**src/rtl/sr_pkg.sv**
```systemverilog
// sr_pkg: shared types and default parameters for the sr_ff command generator.
package sr_pkg;
    typedef enum logic [1:0] {IDLE, DRIVE, VERIFY} state_t;
    typedef enum logic {CMD_SET, CMD_CLR} cmd_t;
    localparam int DEF_SYNC_STAGES  = 2;
    localparam int DEF_DB_CYCLES    = 4;
    localparam int DEF_PULSE_CYCLES = 2;
    localparam int DEF_CNT_W        = 8;
endpackage

```
**src/rtl/sr_debounce.sv**
```systemverilog
// sr_debounce: synchroniser, stable-count debounce filter and rising-edge pulse for one raw line.
module sr_debounce
    import sr_pkg::*;
#(
    parameter int SYNC_STAGES = DEF_SYNC_STAGES,
    parameter int DB_CYCLES   = DEF_DB_CYCLES,
    parameter int CNT_W       = DEF_CNT_W
) (
    input  logic clk,
    input  logic rst,
    input  logic din,
    output logic rise
);
    logic [SYNC_STAGES-1:0] sync;
    logic [CNT_W-1:0]       cnt;
    logic                   level;
    logic                   synced;
    logic                   qualify;

    assign synced  = sync[SYNC_STAGES-1];
    assign qualify = (synced != level) && (cnt == CNT_W'(DB_CYCLES));

    always_ff @(posedge clk or negedge rst) begin
        if (!rst) begin
            sync  <= '0;
            cnt   <= '0;
            level <= 1'b0;
            rise  <= 1'b0;
        end else begin
            sync  <= {sync[SYNC_STAGES-2:0], din};
            cnt   <= (synced == level || qualify) ? '0 : cnt + 1'b1;
            level <= qualify ? synced : level;
            rise  <= qualify && synced;
        end
    end
endmodule

```
**src/rtl/sr_cmd_gen.sv**
```systemverilog
// sr_cmd_gen: debounces raw set/clear requests and drives exclusive, verified s/r pulses into sr_ff.
module sr_cmd_gen
    import sr_pkg::*;
#(
    parameter int SYNC_STAGES  = DEF_SYNC_STAGES,
    parameter int DB_CYCLES    = DEF_DB_CYCLES,
    parameter int PULSE_CYCLES = DEF_PULSE_CYCLES,
    parameter int CNT_W        = DEF_CNT_W
) (
    input  logic clk,
    input  logic rst,
    input  logic set_in,
    input  logic clr_in,
    input  logic q_fb,
    output logic s,
    output logic r,
    output logic busy,
    output logic collision,
    output logic err
);
    logic set_req, clr_req, set_arb, set_any, clr_any;
    state_t state, state_nxt;
    cmd_t cmd, cmd_nxt;
    logic [CNT_W-1:0] pcnt, pcnt_nxt;
    logic set_pend, clr_pend, set_pend_nxt, clr_pend_nxt, collision_nxt, err_nxt;

    sr_debounce #(.SYNC_STAGES(SYNC_STAGES), .DB_CYCLES(DB_CYCLES), .CNT_W(CNT_W))
        u_db_set (.clk(clk), .rst(rst), .din(set_in), .rise(set_req));
    sr_debounce #(.SYNC_STAGES(SYNC_STAGES), .DB_CYCLES(DB_CYCLES), .CNT_W(CNT_W))
        u_db_clr (.clk(clk), .rst(rst), .din(clr_in), .rise(clr_req));

    // Clear always wins a same-cycle race, so set is discarded before it can be queued.
    assign set_arb = set_req && !clr_req;
    assign set_any = set_arb || set_pend;
    assign clr_any = clr_req || clr_pend;

    assign s    = (state == DRIVE) && (cmd == CMD_SET);
    assign r    = (state == DRIVE) && (cmd == CMD_CLR);
    assign busy = (state != IDLE);

    always_comb begin
        state_nxt     = state;
        cmd_nxt       = cmd;
        pcnt_nxt      = pcnt;
        set_pend_nxt  = set_pend || set_arb;
        clr_pend_nxt  = clr_pend || clr_req;
        collision_nxt = set_req && clr_req;
        err_nxt       = err;
        case (state)
            IDLE: begin
                set_pend_nxt  = 1'b0;
                clr_pend_nxt  = 1'b0;
                collision_nxt = collision_nxt || (set_any && clr_any);
                pcnt_nxt      = '0;
                state_nxt     = (set_any || clr_any) ? DRIVE : IDLE;
                cmd_nxt       = clr_any ? CMD_CLR : (set_any ? CMD_SET : cmd);
            end
            DRIVE: begin
                state_nxt = (pcnt == CNT_W'(PULSE_CYCLES - 1)) ? VERIFY : DRIVE;
                pcnt_nxt  = (pcnt == CNT_W'(PULSE_CYCLES - 1)) ? '0 : pcnt + 1'b1;
            end
            VERIFY: begin
                err_nxt   = err || (q_fb != (cmd == CMD_SET));
                state_nxt = IDLE;
            end
            default: state_nxt = IDLE;
        endcase
    end

    always_ff @(posedge clk or negedge rst) begin
        if (!rst) begin
            state     <= IDLE;
            cmd       <= CMD_SET;
            pcnt      <= '0;
            set_pend  <= 1'b0;
            clr_pend  <= 1'b0;
            collision <= 1'b0;
            err       <= 1'b0;
        end else begin
            state     <= state_nxt;
            cmd       <= cmd_nxt;
            pcnt      <= pcnt_nxt;
            set_pend  <= set_pend_nxt;
            clr_pend  <= clr_pend_nxt;
            collision <= collision_nxt;
            err       <= err_nxt;
        end
    end
endmodule

```
**config.mk**
```make
export PLATFORM = sky130hd
export DESIGN_NAME = sr_cmd_gen
export DESIGN_NICKNAME = d
export VERILOG_FILES = /design/src/rtl/sr_pkg.sv /design/src/rtl/sr_debounce.sv /design/src/rtl/sr_cmd_gen.sv
export SDC_FILE = /design/constraint.sdc
export NUM_CORES = 1
export LEC_CHECK = 0
export ABC_AREA = 1
export CAP_MARGIN = 20
export CORE_MARGIN = 2
export CORE_UTILIZATION = 55
export DETAILED_ROUTE_END_ITERATION = 10
export PLACE_DENSITY = 0.74
export SLEW_MARGIN = 20
export SYNTH_ARGS = -nofsm -noshare
export SYNTH_HDL_FRONTEND = slang
export SYNTH_SLANG_ARGS = --single-unit
export TNS_END_PERCENT = 5
```
**constraint.sdc**
```tcl
create_clock -name clk -period 3.3 [get_ports clk]
set_input_delay 0.66 -clock clk [delete_from_list [all_inputs] [get_ports clk]]
set_output_delay 0.66 -clock clk [all_outputs]
set_load 0.02 [all_outputs]
```
Yosys cells after proc, flatten, opt, wreduce, memory -nomap -nowiden
Cells that the tools add are included.
{"block": "word_totals", "register_bits": 39, "inputBits": 5, "out_inout_bits": 5, "wordCells": 63}
{"block": "classes", "n_addsub": 3, "n_eq_ne": 10, "mux": 12, "bitwise": 1, "n_reduce_logical": 22}
{"cell": "8-bit by 1-bit adder with 8-bit output, second input constant", "n": 3}
{"cell": "8-bit two-way mux", "n": 3}
{"cell": "8-bit by 3-bit equality test with 1-bit output, second input constant", "n": 2}
{"cell": "8-bit case mux with 2 select lines", "n": 1}
{"cell": "1-bit logical AND", "n": 9}
{"cell": "8-bit by 1-bit equality test with 1-bit output, second input constant", "n": 1}
{"cell": "1-bit logical OR", "n": 7}
{"cell": "1-bit two-way mux", "n": 6}
{"cell": "2-bit nonzero test", "n": 3}
{"cell": "2-bit case mux with 2 select lines", "n": 1}
{"cell": "1-bit != test", "n": 3}
{"cell": "1-bit equality test", "n": 2}
{"cell": "2-bit by 1-bit equality test with 1-bit output, second input constant", "n": 1}
{"cell": "2-bit equality test, second input constant", "n": 1}
{"cell": "2-bit zero test", "n": 1}
{"cell": "2-bit two-way mux", "n": 1}
{"cell": "2-bit AND reduction", "n": 1}
{"cell": "1-bit zero test", "n": 1}
{"cell": "1-bit inverter", "n": 1}

Longest topological paths before layout
Gate-level depths: netlist of the first run.
{"block": "logic_depth", "ltp_word": 6, "depth_mapped": 8, "ltp_nobuf": 8}

Hierarchy
Synthesis of the first run repeated with hierarchy kept, for this count alone.
{"block": "unflattened", "cells_unflattened": 239, "hier_area_um2": 1961.9}
{"module": "sr_debounce", "n_inst": 2, "cells_per_inst": 67, "area_each_um2": 574.3, "seq_area_each_um2": 300.3}
{"module": "sr_cmd_gen", "n_inst": 1, "cells_per_inst": 105, "area_each_um2": 813.3, "seq_area_each_um2": 375.4}

Worst setup path after synthesis of the first run
Ideal clock, no wire load.
{"block": "synth_timing", "path_type": "register to output", "from": "register state[1]", "to": "output r", "arrival_time_ns": 0.925, "slack_ns": 1.715, "stages_incl_launch_ff": 5, "cell_sequence": "dfrtp_1 > buf_4 > inv_2 > nand2_2 > nor2_1"}
{"block": "synth_via", "elab_chain_len": 2}
{"element": "start: declaration", "line": "sr_cmd_gen.sv:22", "text": "state_t state, state_nxt;"}
{"element": "start signal: assignment", "line": "sr_cmd_gen.sv:80", "text": "state <= state_nxt;"}
{"element": "2-bit by 1-bit equality test with 1-bit output", "line": "sr_cmd_gen.sv:38", "text": "assign r = (state == DRIVE) && (cmd == CMD_CLR);"}
{"element": "1-bit logical AND", "line": "sr_cmd_gen.sv:38"}
{"element": "end: declaration", "line": "sr_cmd_gen.sv:16", "text": "output logic r,"}
No other way between the ends.

Worst setup path after layout of the first run
{"block": "layout_timing", "from": "register state[1]", "to": "output s"}
{"block": "layout_via", "elab_chain_len": 2}
{"element": "2-bit by 1-bit equality test with 1-bit output", "line": "sr_cmd_gen.sv:37", "text": "assign s = (state == DRIVE) && (cmd == CMD_SET);"}
{"element": "1-bit logical AND", "line": "sr_cmd_gen.sv:37"}
{"element": "end: declaration", "line": "sr_cmd_gen.sv:15", "text": "output logic s,"}
No other way between the ends.

==> reports/results.tsv, run 1 <==
stage	metric	value	unit
grt	met2 Resource Use GR	28.7	%
critical_path	Reg2Reg Setup Slack	2.04	ns
timing	WHS	0.371	ns
timing	Tmin final	2.50	ns
critical_path	FF-to-FF path depth	5	
grt	initial antenna violation count	0	
power	P_leak	1.07	nW
timing	Max-slew headroom	43.3	%
timing	Slew Limit Fails	0	
power	Flop pwr share	51.9	%
floorplanning	I/O pin cnt	10	
finish	layout cells sized above 1	12.3	%
drt	detailed-route via count	1345	
clocking	Root Buffer	clkbuf_4	
clocking	post-CTS sizing	0	
finish	antenna diode count	0	
placed_design	IO Port Bufs	9	
drt	drt wl/cell	10.8	um
drt	Detailed Route WL	3050	um
power	clock network power share	22.7	%
timing	clk_skew	0.00321	ns
power	pwr dens	558	nW/um2
clocking	Num CTS Buffers	5	
timing	number of setup violations in the final report	0	
timing	worst slew pin tran	0.851	ns
hold_path	hold_sp	u_db_clr.sync[0]$_DFF_PN0_	
critical_path	crit path max fanout	9	
clocking	CTS Hold Bufs	0	
grt	grt ovf	0	
drt	First DRT Iteration DRCs	41	
drt	First-pass DRT Iterations	4	
critical_path	CP arrival	1.84	ns
flow_run	maxcap violations	0	
drt	DR vias/cell	4.79	
synthesis	register area share after synthesis	50.8	%
drt	Antenna Nets Post-Route	0	
synthesis	syn_nets	230	
power	VDD IR max	0.353	mV
finish	commonest non-fill, non-tap cells in the layout	nand2_1, dfrtp_1, nor2_1	
clocking	CTS Buffer Depth	2	
grt	M1 GR Usage	21.2	%
timing	Max Freq	401	MHz
hold_path	WHS Path Cells	0	
clocking	clk_lat worst skew	0.35	ns
synthesis	synth warn	0	
critical_path	CP endpoint kind	primary output	
critical_path	Data required, critical path	2.64	ns
finish	final layout net count	245	
grt	M3 GR Usage	6.61	%
finish	Util after Layout	63.6	%
timing	unrepaired setup endpoints after global routing	no	
grt	Most Used Layer, Global Route	met2	
clocking	post-CTS setup buffers	0	
clocking	CTS tree	built	
floorplanning	Initial Util	57.5	%
status	outcome	finished clean	
grt	first-pass GRT wire length	5380	um
synthesis	Syn Area/Cell	8.76	um2
hold_path	worst hold-check path type	register to register	
finish	Area Growth Syn to Fin	10.6	%
power	internal power	0.773	mW
synthesis	Netlist cell types	24	
hold_path	Hold Path Sink	u_db_clr.sync[1]$_DFF_PN0_	
floorplanning	num rows	21	
finish	# fillers	285	
finish	commonest non-fill, non-tap cell in the layout	nand2_1	
finish	storage element area	976	um2
timing	Setup TNS	0	ns
synthesis	FF+latch count, synth	39	
placed_design	placer congestion estimate	0.837	
grt	pin count of the biggest net entering global routing	40	
critical_path	worst reg2reg endpoint	u_db_set.cnt[6]$_DFF_PN0_	
finish	cell area after layout	2120	um2
clocking	total clock sinks	39	
timing	final worst-path cycle share	75.6	%
clocking	CTS H-tree depth	2	
drt	DRC	0	
synthesis	Mapped Area	1920	um2
placed_design	DPL Wire Length	2180	um
placed_design	placed cell areas	2050	um2
floorplanning	full die area	3980	um2
power	sw frac	34.7	%
critical_path	Setup CP Type	register to primary output	
floorplanning	Core Region	3340	um2
critical_path	startpoint types	register	
power	combinational power share	25.5	%
synthesis	Post-Synthesis Cells	219	
finish	multi-input logic area	816	um2
floorplanning	die height	63.1	um
grt	GRT Total Usage	17.7	%
clocking	CTS clk-pin slew, worst paths	0.12	ns
power	Sw Pwr	0.410	mW
timing	Final Hold Vio Count	0	
critical_path	reg-to-reg startpoint	u_db_set.cnt[0]$_DFF_PN0_	
grt	number of global-route vias before repair	1306	
floorplanning	Chip Width	63.1	um
-- per-stage QoR --
step	std cells	setup WS [ns]	power (mW)
final	281	0.804	1.18
after global routing	281	0.718	1.26
after detailed placement	273	1.21	0.927
after CTS	281	0.788	1.20
after floorplan	219	1.71	0.834
after global placement	273	1.28	0.917
-- per-layer routing --
metal	routed length [um]	vias to the layer above
met5	0	-
met2	1380	14
met4	56	0
met3	126	5
li1	-	718
met1	1480	608
-- synth_stat cells, drive strengths merged --
| master | n | area [um2] |
|---|---|---|
| a21o | 1 | 7.51 |
| a21oi | 1 | 5.00 |
| buf | 1 | 7.51 |
| dfrtp | 39 | 976 |
| ha | 6 | 75.1 |
| inv | 32 | 120 |
| nand2 | 49 | 191 |
| nand3 | 18 | 120 |
| nand3b | 3 | 22.5 |
| nand4 | 5 | 31.3 |
| nor2 | 37 | 156 |
| nor3 | 1 | 5.00 |
| o21ai | 11 | 77.6 |
| o21bai | 4 | 30.0 |
| or2 | 1 | 6.26 |
| xnor2 | 4 | 35.0 |
| xor2 | 6 | 52.6 |
-- critical path, stage by stage, from the launching register on --
cell	delay [ns]
dfrtp_1	0.52
inv_2	0.12
nand2_2	0.09
nor2_1	0.14
clkdlybuf4s50_1	0.62
-- how the worst max path moves through the flow --
stage	slack (ns)	depth (start not counted)	end	start
3_3_place_gp	1.28	4	r	state[1]$_DFF_PN0_
2_1_floorplan	1.71	4	r	state[1]$_DFF_PN0_
4_1_cts	0.79	4	s	state[1]$_DFF_PN0_
3_5_place_dp	1.21	4	s	state[1]$_DFF_PN0_
6_report	0.80	4	s	state[1]$_DFF_PN0_
5_1_grt	0.72	4	s	state[1]$_DFF_PN0_
-- sequential cells by signal, indices dropped and copies added, names as in the netlist --
| signal | cells |
|---|---|
| clr_pend | 1 |
| u_db_set.rise | 1 |
| u_db_clr.sync | 2 |
| u_db_clr.rise | 1 |
| u_db_clr.cnt | 8 |
| u_db_set.cnt | 8 |
| u_db_clr.level | 1 |
| u_db_set.sync | 2 |
| collision | 1 |
| set_pend | 1 |
| pcnt | 8 |
| err | 1 |
| cmd | 1 |
| state | 2 |
| u_db_set.level | 1 |
-- power groups by stage --
stage / clock [mW] / combinational, mW / sequential [mW]
2_1_floorplan: 0 / 0.222 / 0.612
5_1_grt: 0.299 / 0.343 / 0.622
3_3_place_gp: 0 / 0.299 / 0.618
4_1_cts: 0.281 / 0.306 / 0.614
6_report: 0.268 / 0.301 / 0.614
3_5_place_dp: 0 / 0.305 / 0.623
-- kinds of logic (layout without fill, tap and decap cells) --
group           Yosys count  in the layout  synth area share (%)
flops                    39             39                  50.8
fa+ha+maj                 6              6                  3.91
xor+xnor                 10             10                  4.56
simple gates            114            114                  27.8
compound gates           17             17                  6.26
buf+inv                  33             49                  6.65
-- layout make-up --
| cell class | instances | area share (%) |
|---|---|---|
| Tap cell | 46 | 2.71 |
| Clock inverter | 2 | 0.767 |
| Inverter | 32 | 5.66 |
| Clock buffer | 6 | 2.42 |
| Timing Repair Buffer | 9 | 4.01 |
| Sequential cell | 39 | 46.0 |
| Multi-Input combinational cell | 147 | 38.4 |
Power figures use the tool's default switching activity.
==> run 2, diff against run 1 <==
==> constraint.sdc (replaced) <==
create_clock -name clk -period 2.4 [get_ports clk]
set_input_delay 0.48 -clock clk [delete_from_list [all_inputs] [get_ports clk]]
set_output_delay 0.48 -clock clk [all_outputs]
set_load 0.02 [all_outputs]
==> run 2 against run 1 <==
Effect of this change:
- power rose by 38%
- clock power grew 42%
- global-route usage about the same
- clock skew up 0.0085 ns
- clock-buffer cell count grew 1
- routed wire length down 2.9%
- sequential power is 37% higher
- via count is 1.1% higher
- flip-flop and latch count did not move
- combinational power increased by 37%
- first-iteration DRC count decreased by 2.4%
- critical path type unchanged
- largest cell class unchanged
==> reports/results.tsv, run 2 (same netlist as run 1, synthesis figures left out) <==
stage	metric	value	unit
status	outcome	finished clean	
critical_path	startpoint types	register	
placed_design	IO Port Bufs	9	
clocking	clk_lat worst skew	0.34	ns
finish	Non-Filler Instances	281	
floorplanning	die height	63.1	um
critical_path	Worst setup startpoint	state[1]$_DFF_PN0_	
clocking	post-CTS sizing	0	
flow_run	maxcap violations	0	
timing	Final Hold Vio Count	0	
placed_design	placed cell areas	2050	um2
timing	Max-slew headroom	45.5	%
timing	unrepaired setup endpoints after global routing	no	
placed_design	placer congestion estimate	0.819	
timing	WHS	0.228	ns
timing	worst slew pin tran	0.818	ns
floorplanning	Core Region	3340	um2
finish	# fillers	291	
drt	Detailed Route WL	2960	um
drt	DRC	0	
finish	Util after Layout	63.7	%
power	Total Power	1.63	mW
placed_design	Post-Place Cells	273	
timing	clk_skew	0.0117	ns
floorplanning	I/O pin cnt	10	
timing	Slew Limit Fails	0	
floorplanning	num rows	21	
drt	drt wl/cell	10.5	um
grt	grt ovf	0	
hold_path	worst hold-check path type	input pin to asynchronous set/reset pin	
clocking	Root Buffer	clkbuf_4	
timing	Tmin final	2.25	ns
clocking	CTS H-tree depth	2	
power	pwr dens	768	nW/um2
floorplanning	Initial Util	57.5	%
placed_design	worst slack, placed	0.516	ns
grt	pin count of the biggest net entering global routing	40	
critical_path	CP endpoint kind	primary output	
clocking	post-CTS setup buffers	0	
clocking	Num CTS Buffers	5	
clocking	CTS tree	built	
grt	GRT Total Usage	17.7	%
clocking	CTS clk-pin slew, worst paths	0.11	ns
finish	layout cells sized above 1	12.3	%
clocking	CTS Hold Bufs	0	
power	VDD IR max	0.478	mV
finish	Area Growth Syn to Fin	10.8	%
power	P_leak	1.07	nW
grt	number of global-route vias before repair	1343	
timing	worst setup margin	0.153	ns
timing	Setup TNS	0	ns
timing	final worst-path cycle share	93.6	%
drt	detailed-route via count	1360	
finish	commonest non-fill, non-tap cell in the layout	nand2_1	
finish	Top Registers	pcnt x8, u_db_clr.cnt x8, u_db_set.cnt x8	
clocking	CTS Buffer Depth	2	
grt	initial antenna violation count	0	
critical_path	crit path max fanout	9	
placed_design	DPL Wire Length	2210	um
timing	Max Freq	445	MHz
drt	First-pass DRT Iterations	4	
critical_path	Setup CP Type	register to primary output	
finish	cell area after layout	2130	um2
critical_path	CP arrival	1.77	ns
floorplanning	Chip Width	63.1	um
timing	number of setup violations in the final report	0	
drt	First DRT Iteration DRCs	40	
grt	first-pass GRT wire length	5550	um
finish	antenna diode count	0	
drt	DR vias/cell	4.84	
floorplanning	full die area	3980	um2
critical_path	reg-to-reg startpoint	pcnt[1]$_DFFE_PN0P_	
drt	Antenna Nets Post-Route	0	
finish	final layout net count	245	
clocking	total clock sinks	39	
critical_path	Data required, critical path	1.92	ns
finish	commonest non-fill, non-tap cells in the layout	nand2_1, dfrtp_1, nor2_1	
run 2: cell types whose count changed in the layout (fill, tap and decap cells not counted), sizes merged:
cell / before / now
clkinv: 1 / 0
clkbuf: 6 / 7
run 2: final cells by class:
type / instances / area (um2) / area share, %
clock buffers: 7 / 65.1 / 3.06
clock inverters: 1 / 7.51 / 0.353
inverters: 32 / 120 / 5.65
multi-input cells: 147 / 816 / 38.4
flip-flops and latches: 39 / 976 / 45.9
well taps: 46 / 57.6 / 2.71
repair buffers: 9 / 85.1 / 4.00
run 2: per-layer routing:
layer	up-vias	part of all wire (%)	global-route usage (%)	wire length, um
met4	0	1.4	6.67	42
met3	5	2.7	3.75	80
li1	715	-	-	-
met1	621	48	22.0	1420
met5	-	0	0	0
met2	19	48	30.2	1420
run 2: worst max-delay path, stage by stage (launching register included):
cell	delay (ns)
dfrtp_1	0.52
inv_2	0.12
nand2_2	0.09
nor2_1	0.10
clkdlybuf4s50_1	0.61
run 2: report_power, final:
part | total (mW) | internal, mW | switching, mW
Clock | 0.380 | 0.171 | 0.209
Combinational | 0.412 | 0.174 | 0.238
Sequential | 0.842 | 0.745 | 0.0963
Total | 1.63 | 1.09 | 0.543
run 2: final timing paths:
check | end | slack [ns] | cells after the start
max reg2reg | state[0]$_DFF_PN0_ | 1.11 | 7
min | err$_DFFE_PN0N_ | 0.23 | 1
max | s | 0.15 | 4
max in group asynchronous | pcnt[2]$_DFFE_PN0P_ | 1.66 | 1
min in group clk | u_db_clr.sync[1]$_DFF_PN0_ | 0.36 | 0
min reg2reg | u_db_clr.sync[1]$_DFF_PN0_ | 0.36 | 0
==> run 3, diff against run 2 <==
--- a/config.mk
+++ b/config.mk
@@ -11,6 +11,7 @@
 export CORE_UTILIZATION = 55
 export DETAILED_ROUTE_END_ITERATION = 10
 export PLACE_DENSITY = 0.74
+export SETUP_SLACK_MARGIN = 0.3
 export SLEW_MARGIN = 20
 export SYNTH_ARGS = -nofsm -noshare
 export SYNTH_HDL_FRONTEND = slang
==> run 3 against run 2 <==
Effect of this change:
- flip-flop and latch count is the same
- fmax grew 9.9%
- clock skew shrank 0.0016 ns
- hold slack worse by 0.00087 ns
- critical endpoint is now busy
- global-route usage did not move
- largest cell class unchanged
==> reports/results.tsv, run 3 (same netlist as run 1, synthesis figures left out) <==
stage	metric	value	unit
critical_path	Setup CP Type	register to primary output	
finish	commonest non-fill, non-tap cells in the layout	nand2_1, dfrtp_1, nor2_1	
placed_design	placer congestion estimate	0.819	
timing	final worst-path cycle share	85.2	%
timing	unrepaired setup endpoints after global routing	yes	
clocking	clk_lat worst skew	0.34	ns
clocking	Num CTS Buffers	5	
grt	initial antenna violation count	0	
timing	Slew Limit Fails	0	
grt	number of global-route vias before repair	1343	
finish	antenna diode count	0	
critical_path	crit path max fanout	9	
status	outcome	finished clean	
grt	grt ovf	0	
finish	Util after Layout	63.8	%
critical_path	CP max-delay cell	clkdlybuf4s50_1	
drt	DRC	0	
floorplanning	die height	63.1	um
finish	multi-input logic area	816	um2
timing	Final Hold Vio Count	0	
power	pwr dens	765	nW/um2
clocking	CTS Hold Bufs	0	
timing	Max-slew headroom	45.6	%
critical_path	FF-to-FF path depth	7	
floorplanning	Chip Width	63.1	um
timing	worst slew pin tran	0.817	ns
clocking	total clock sinks	39	
hold_path	worst hold-check path type	input pin to asynchronous set/reset pin	
grt	first-pass GRT wire length	5550	um
grt	pin count of the biggest net entering global routing	40	
finish	# fillers	290	
timing	number of setup violations in the final report	0	
floorplanning	Core Region	3340	um2
timing	WHS	0.227	ns
power	VDD IR max	0.478	mV
floorplanning	full die area	3980	um2
clocking	CTS clk-pin slew, worst paths	0.11	ns
finish	layout cells sized above 1	12.8	%
drt	First-pass DRT Iterations	4	
finish	Top Registers	pcnt x8, u_db_clr.cnt x8, u_db_set.cnt x8	
floorplanning	num rows	21	
critical_path	startpoint types	register	
drt	First DRT Iteration DRCs	44	
power	P_leak	1.09	nW
finish	Area Growth Syn to Fin	11.0	%
drt	drt wl/cell	10.6	um
clocking	CTS H-tree depth	2	
floorplanning	Initial Util	57.5	%
timing	clk_skew	0.0101	ns
critical_path	delay of the slowest critical-path stage	0.53	ns
drt	Antenna Nets Post-Route	0	
placed_design	worst slack, placed	0.516	ns
clocking	CTS tree	built	
drt	DR vias/cell	4.82	
critical_path	crit-path cells	nor2_4, inv_1, clkdlybuf4s50_1	
flow_run	maxcap violations	0	
finish	commonest non-fill, non-tap cell in the layout	nand2_1	
drt	detailed-route via count	1355	
timing	worst setup margin	0.356	ns
critical_path	CP arrival	1.56	ns
placed_design	DPL Wire Length	2210	um
critical_path	CP endpoint kind	primary output	
timing	Max Freq	489	MHz
finish	final layout net count	245	
placed_design	IO Port Bufs	9	
clocking	CTS Buffer Depth	2	
grt	GRT Total Usage	17.7	%
timing	Setup TNS	0	ns
timing	Tmin final	2.04	ns
finish	storage element area	977	um2
drt	Detailed Route WL	2970	um
floorplanning	I/O pin cnt	10	
critical_path	Data required, critical path	1.92	ns
clocking	Root Buffer	clkbuf_4	
==> run 3: where the power goes <==
part           internal, mW  leakage [nW]  switching, mW
clock network         0.171        0.0375          0.208
registers             0.746         0.523         0.0965
logic                 0.170         0.528          0.238
==> run 3: worst max-delay path, delay by kind of cell, from the launching register on <==
family / cells / cell delay (ns)
buffers and inverters: 2 / 0.60
and+or+nand+nor: 1 / 0.13
DFF: 1 / 0.50
==> run 3: area by class of cell <==
class | count | area share, %
Tap cell | 46 | 2.70
Clock inverter | 1 | 0.353
Sequential cell | 39 | 45.9
Inverter | 32 | 5.64
Clock buffer | 7 | 3.06
Multi-Input combinational cell | 147 | 38.3
Timing Repair Buffer | 9 | 4.05
==> run 3: layer usage <==
metal  global-route usage, %  vias to the layer above  routed length, um
li1                        -                      714                  -
met1                    22.0                      618               1420
met2                    30.2                       18               1430
met3                    3.75                        5                 79
met4                    6.67                        0                 42
met5                       0                        -                  0
==> run 3: final timing paths <==
path                                            start                          to  slack [ns]
setup / recovery                   state[1]$_DFF_PN0_                        busy        0.36
hold / removal                                    rst             err$_DFFE_PN0N_        0.23
setup reg to reg                  pcnt[1]$_DFFE_PN0P_          state[0]$_DFF_PN0_        1.12
hold reg to reg            u_db_clr.sync[0]$_DFF_PN0_  u_db_clr.sync[1]$_DFF_PN0_        0.36
max in group asynchronous                         rst          state[1]$_DFF_PN0_        1.61
min in group clk           u_db_clr.sync[0]$_DFF_PN0_  u_db_clr.sync[1]$_DFF_PN0_        0.36
==> run 3: per-stage QoR <==
step	power, mW	cell area [um2]	instances
2_1_floorplan	1.15	1920	219
3_3_place_gp	1.26	2050	273
3_5_place_dp	1.28	2050	273
4_1_cts	1.66	2130	281
5_1_grt	1.75	2130	281
6_report	1.63	2130	281
==> run 3: timing repair <==
action | in CTS | in global routing
buffers inserted | 0 | 0
pin swaps | 0 | 0
endpoints found under the setup margin | 3 | 2
gates resized for setup | 2 | 1
